<file path="src/rtl/shared_reg_arbiter.sv">
// Round-robin write arbiter driving a shared enabled register's D/E inputs.
// Optional burst lock feature enabled by defining SHARED_REG_LOCK_EN.
module shared_reg_arbiter #(
    parameter int unsigned NUM_REQ = 4,
    parameter int unsigned WIDTH   = 1
) (
    input  logic                       clk,
    input  logic                       reset,
    input  logic [NUM_REQ-1:0]         req,
    input  logic [NUM_REQ*WIDTH-1:0]   wdata,
`ifdef SHARED_REG_LOCK_EN
    input  logic [NUM_REQ-1:0]         lock,
`endif
    output logic [NUM_REQ-1:0]         ack,
    output logic [WIDTH-1:0]           reg_d,
    output logic                       reg_e,
    output logic [$clog2(NUM_REQ)-1:0] grant_id,
    output logic                       busy
);

    localparam int unsigned IdW = $clog2(NUM_REQ);

    typedef enum logic [1:0] {StIdle, StWrite, StAck} state_e;

    state_e           state_q, state_d;
    logic [IdW-1:0]   rr_ptr_q, rr_ptr_d;
    logic [IdW-1:0]   grant_id_q, grant_id_d;
    logic [WIDTH-1:0] reg_d_q, reg_d_d;

    logic [WIDTH-1:0] wdata_arr [NUM_REQ];
    logic [IdW-1:0]   winner;
    logic [IdW-1:0]   cand;
    logic             found;
    logic [IdW-1:0]   next_ptr;

    for (genvar i = 0; i < NUM_REQ; i++) begin : g_unpack
        assign wdata_arr[i] = wdata[i*WIDTH +: WIDTH];
    end

    // First requester at or after rr_ptr, wrapping modulo NUM_REQ.
    always_comb begin
        winner = '0;
        found  = 1'b0;
        cand   = '0;
        for (int unsigned k = 0; k < NUM_REQ; k++) begin
            cand = IdW'((32'(rr_ptr_q) + k) % NUM_REQ);
            if (!found && req[cand]) begin
                found  = 1'b1;
                winner = cand;
            end
        end
    end

    assign next_ptr = (grant_id_q == IdW'(NUM_REQ - 1)) ? '0 : grant_id_q + IdW'(1);

    always_comb begin
        state_d    = state_q;
        rr_ptr_d   = rr_ptr_q;
        grant_id_d = grant_id_q;
        reg_d_d    = reg_d_q;
        unique case (state_q)
            StIdle: begin
                if (found) begin
                    state_d    = StWrite;
                    grant_id_d = winner;
                    reg_d_d    = wdata_arr[winner];
                end
            end
            StWrite: begin
                state_d = StAck;
            end
            StAck: begin
`ifdef SHARED_REG_LOCK_EN
                if (lock[grant_id_q] && req[grant_id_q]) begin
                    state_d = StWrite;
                    reg_d_d = wdata_arr[grant_id_q];
                end else begin
                    state_d  = StIdle;
                    rr_ptr_d = next_ptr;
                end
`else
                state_d  = StIdle;
                rr_ptr_d = next_ptr;
`endif
            end
            default: begin
                state_d = StIdle;
            end
        endcase
    end

    always_ff @(posedge clk) begin
        if (reset) begin
            state_q    <= StIdle;
            rr_ptr_q   <= '0;
            grant_id_q <= '0;
            reg_d_q    <= '0;
        end else begin
            state_q    <= state_d;
            rr_ptr_q   <= rr_ptr_d;
            grant_id_q <= grant_id_d;
            reg_d_q    <= reg_d_d;
        end
    end

    always_comb begin
        ack = '0;
        if (state_q == StAck) begin
            ack[grant_id_q] = 1'b1;
        end
    end

    assign reg_e    = (state_q == StWrite);
    assign busy     = (state_q != StIdle);
    assign grant_id = grant_id_q;
    assign reg_d    = reg_d_q;

endmodule

</file>
<file path="config.mk">
export PLATFORM = sky130hd
export DESIGN_NAME = shared_reg_arbiter
export DESIGN_NICKNAME = d
export VERILOG_FILES = /design/src/rtl/shared_reg_arbiter.sv
export SDC_FILE = /design/constraint.sdc
export NUM_CORES = 1
export LEC_CHECK = 0
export CAP_MARGIN = 20
export CORE_UTILIZATION = 36
export DETAILED_ROUTE_END_ITERATION = 12
export PLACE_DENSITY = 0.75
export SYNTH_ARGS = -nofsm -noshare
export SYNTH_HDL_FRONTEND = slang
export SYNTH_SLANG_ARGS = --single-unit
</file>
<file path="constraint.sdc">
create_clock -name clk -period 1.6 [get_ports clk]
set_input_delay 0.32 -clock clk [delete_from_list [all_inputs] [get_ports clk]]
set_output_delay 0.32 -clock clk [all_outputs]
set_load 0.1 [all_outputs]
</file>
* Yosys cells after proc, flatten, opt, wreduce, memory -nomap -nowiden
Cells that the tools add are included.
Widths: inputs -> output; s select.
** Cells by class
- Muxes and demuxes :: 25
- Magnitude comparators :: 7
- Bitwise operators :: 1
- Equality and inequality tests :: 4
- $add $sub $neg :: 4
- Reductions and logical operators :: 10
** Operators with widths (count)
- $lt 2x3->1 const B :: 5
- $mux 2 :: 6
- $mux 1 :: 11
- $bmux 1 s2 :: 5
- $add 2x1->2 const B :: 2
- $add 2x2->2 const B :: 2
- $eq 2x2->1 const B :: 2
- $logic_and 1x1->1 :: 4
- $mux 4 :: 1
- $pmux 2 s2 :: 1
- $ge 3x3->1 const B :: 1
- $logic_not 1->1 :: 3
- $not 2->3 :: 1
- $demux 1 s2 :: 1
- $eq 2x1->1 const B :: 1
- $ge 2x1->1 const B :: 1
- $logic_not 2->1 :: 1
- $ne 2x2->1 const B :: 1
- $reduce_and 2->1 :: 1
- $reduce_bool 2->1 :: 1
** Word-level totals
- Input bits :: 10
- Output and inout bits :: 9
- Logic and storage cells :: 55
- Register bits :: 7

* Logic depth before layout (Yosys ltp)
- Word-level depth :: 16
- Mapped depth :: 5
- Depth with buffers taken out :: 5

* Worst setup path before layout
Ideal clock, no wire load.
- Path kind :: register to output
- Start :: register grant_id_q[0] (netlist: grant_id[0])
- End :: output ack[3]
- Buffers on the path :: 0
- Data required time :: 1280 ps
- Stages on the path, launching flop included :: 3
- Arrival time :: 2048 ps
- Setup slack :: -768 ps
- Path through :: dfxtp_1 ha_1 and2_1
** Between the ends
- Word-level cells in the longest chain between the ends :: 5
- Elaborated cells between the ends (all ways) :: 6
- Classes of those cells :: 2 x order compare; 3 x mux; 1 x reduce/logical
** Ends and longest elaborated chain
- from (decl) :: RTL line 27 : logic [IdW-1:0] grant_id_q, grant_id_d;
- from (signal assigned) :: RTL line 101 : grant_id_q <= grant_id_d;
- $lt 2x3->1 (not written as such) / $ge 2x1->1 (equally long branches) :: RTL line 109 : ack[grant_id_q] = 1'b1;
- $logic_and 1x1->1 (not written as such) :: RTL line 109
- $mux 1 (not written as such) :: RTL line 109
- $demux 1 s2 (*) :: RTL line 109
- $mux 4 (*) :: RTL line 108 : if (state_q == StAck) begin
- to (decl) :: RTL line 14 : output logic [NUM_REQ-1:0] ack,
Every way passes the cells marked *; elsewhere a longest branch is shown, timed or not.

* Worst setup path in the final report
- Start :: register grant_id_q[0] (netlist: grant_id[0])
- End :: output ack[0]
Same word-level chain as after synthesis.

==> flow_metrics.env <==
export IMPL_die_w_um=38.6
export IMPL_multi_input_comb_area_um2=340
export IMPL_drt_vias_per_instance=4.89
export IMPL_cp_max_fo=6
export IMPL_ys_ff_latch=7
export IMPL_reg2reg_slack_ns=0.07
export IMPL_holdBufCountCts=0
export IMPL_status="finished, final reports clean"
export IMPL_syn_instance_count=56
export IMPL_synth_area_top_cells="dfxtp_1 29%, ha_1 10%, nor2_1 7.0%"
export IMPL_hold_end="grant_id[1]"
export IMPL_fmax_mhz=645
export IMPL_die_area_um2=1490
export IMPL_grt_pass1_vias=511
export IMPL_cts_tree="done"
export IMPL_post_route_min_period_ns=1.55
export IMPL_rsz0062_at_grt="yes"
export IMPL_place_gp_congestion=0.709
export IMPL_vias=504
export IMPL_core_um2=1170
export IMPL_avgSynthCellArea_um2=8.60
export IMPL_hold_violations=0
export IMPL_ys_flop_type="dfxtp_1"
export IMPL_worstSetupPathType="register to output port"
export IMPL_fin_cells=103
export IMPL_firstDrtPassIters=2
export IMPL_start_util=0.411
export IMPL_r2r_end="reg_d"
export IMPL_hold_class="register to register"
export IMPL_synth_top_area_cell="dfxtp_1"
export IMPL_io_buffer_count=18
export IMPL_seqCellArea_um2=151
export IMPL_grt_max_degree=8
export IMPL_synth_commonest_cells="9 x nor2_1, 7 x dfxtp_1, 6 x a21oi_1, 5 x inv_1"
export IMPL_worstSetupEndpointType="output port"
export IMPL_dpl_hpwl_um=1040
export IMPL_regToRegStartpoint="rr_ptr_q[1]"
export IMPL_fin_crit_sh=0.969
export IMPL_asyncSetResetFlopFracSynth=0
export IMPL_cts_num_sinks=7
export IMPL_gr_usage_all_layers=0.204
export IMPL_cp_required_ns=1.28
export IMPL_grt_first_pass_wirelength_um=2080
export IMPL_clock_latency_ns=0.25
export IMPL_ys_types=22
export IMPL_hold_depth=2
export IMPL_min_from="grant_id[1]"
export IMPL_synth_nets=70
export IMPL_clockBufferDepth=2
export IMPL_rows=12
export IMPL_synth_edf_count=0
export IMPL_antenna_found_initial=0
export IMPL_ant_nets=0
export IMPL_nFillCells=87
export IMPL_wirelength_um=1250
export IMPL_p_leak_nw=0.401
export IMPL_clkTransAtPathRegs_ns=0.05
export IMPL_drive_gt1_frac=0.404
export IMPL_area_growth_pct=88.1
export IMPL_dp_cells=98
export IMPL_finalNetCount=104
export IMPL_die_h_um=38.6
export IMPL_ios=19
export IMPL_setup_viol=0
export IMPL_wl_per_cell_um=12.1
export IMPL_final_util=0.774
export IMPL_r2r_cells=5
export IMPL_slew_headroom=0.770
export IMPL_syn_area_um2=482
export IMPL_ys_seq_area_frac=0.291
export IMPL_yosysMostFrequentCell="nor2_1"
export IMPL_overflow=0
export IMPL_peakVddDrop_uv=584
export IMPL_cts_buffers=3
export IMPL_drc_errors=0
export IMPL_synth_top_area_share=0.291
export IMPL_cap_violations=0
export IMPL_final_max_slew_viol_count=0
export IMPL_cts_root_buffer="clkbuf_4"
export IMPL_arrival_ns=1.23
export IMPL_h_tree_depth=1
export IMPL_power_density_nw_per_um2=788
export IMPL_antenna_cells=0
export IMPL_startpoint_type="register"
export IMPL_tightest_slew_ns=0.343
export IMPL_drt_iter0_drc=11
export IMPL_hold_worst_slack_ns=0.566
export IMPL_skew_ns=0.0000392
export IMPL_yosys_warnings=0
how the worst max path moves through the flow:
stage,start,cells after the start,end,slack (ns)
after global placement,req[2],6,reg_d,-0.30
after global routing,rr_ptr_q[1],5,reg_d,-0.003
after detailed placement,req[2],6,reg_d,-0.36
after floorplan,grant_id[0],2,ack[3],-0.22
final,grant_id[0],4,ack[0],0.05
after CTS,grant_id[0],4,ack[0],0.007
stage by stage:
step	instance area (µm²)	setup TNS (ns)	setup slack, ns	power (mW)
floorplan	495	-0.219	-0.219	0.399
global placement	858	-0.782	-0.296	0.544
detailed placement	858	-0.877	-0.356	0.551
CTS	891	0	0.00739	0.720
global route	906	-0.00348	-0.00348	0.750
finish	906	0	0.0501	0.713
flip-flops by register name, summed over array words and instances (netlist names):
signal / count
state_q: 2
reg_d: 1
grant_id: 2
rr_ptr_q: 2
placed cells by master (no fill, tap or decap), types with 2 or more instances in the layout:
cell             instances
and2_2                   3
dfxtp_4                  3
dfxtp_1                  4
dlygate4sd2_1            3
buf_12                   9
a21oi_1                  6
inv_1                    4
clkdlybuf4s50_1          5
buf_4                   11
mux2i_1                  2
ha_1                     4
nor2_1                   9
clkbuf_4                 3
nand2b_1                 2
logic make-up (layout without fill, tap and decap cells):
kind of cell	count (synthesis)	after routing	synth area share
compound gates	13	13	0.231
fa+ha+maj	4	4	0.104
buf+inv	5	38	0.0390
flops	7	7	0.291
mux	3	3	0.0623
simple gates	24	24	0.273
worst max-delay path, stage by stage, from the launching register on:
cell and delay, ns:
dfxtp_4 0.39, inv_2 0.05, ha_1 0.18, and2_2 0.19
buf_12 0.16
where the power goes:
group          internal [mW]  total [mW]  switching (mW)
Sequential             0.188       0.207          0.0193
Clock                 0.0953       0.163          0.0675
Combinational          0.148       0.344           0.195
Total                  0.431       0.713           0.282
layer usage:
metal / vias to the layer above / track usage / wire length [µm]
met5: - / 0 / 0
met4: 0 / 0.0776 / 0
met3: 0 / 0.0405 / 33
met2: 8 / 0.358 / 673
met1: 235 / 0.239 / 537
li1: 261 / - / -
timing repair:
item / in CTS / in global routing
resized for setup: 4 / 6
endpoints found under the setup margin: 2 / 6
pin swaps: 1 / 0
setup buffers: 1 / 0
cell type report:
type                            instances  share of cell area
Timing Repair Buffer                   29               0.388
Multi-Input combinational cell         44               0.376
Sequential cell                         7               0.167
Clock buffer                            4              0.0290
Inverter                                5              0.0207
Tap cell                               14              0.0193
Power figures use the tool's default switching activity.
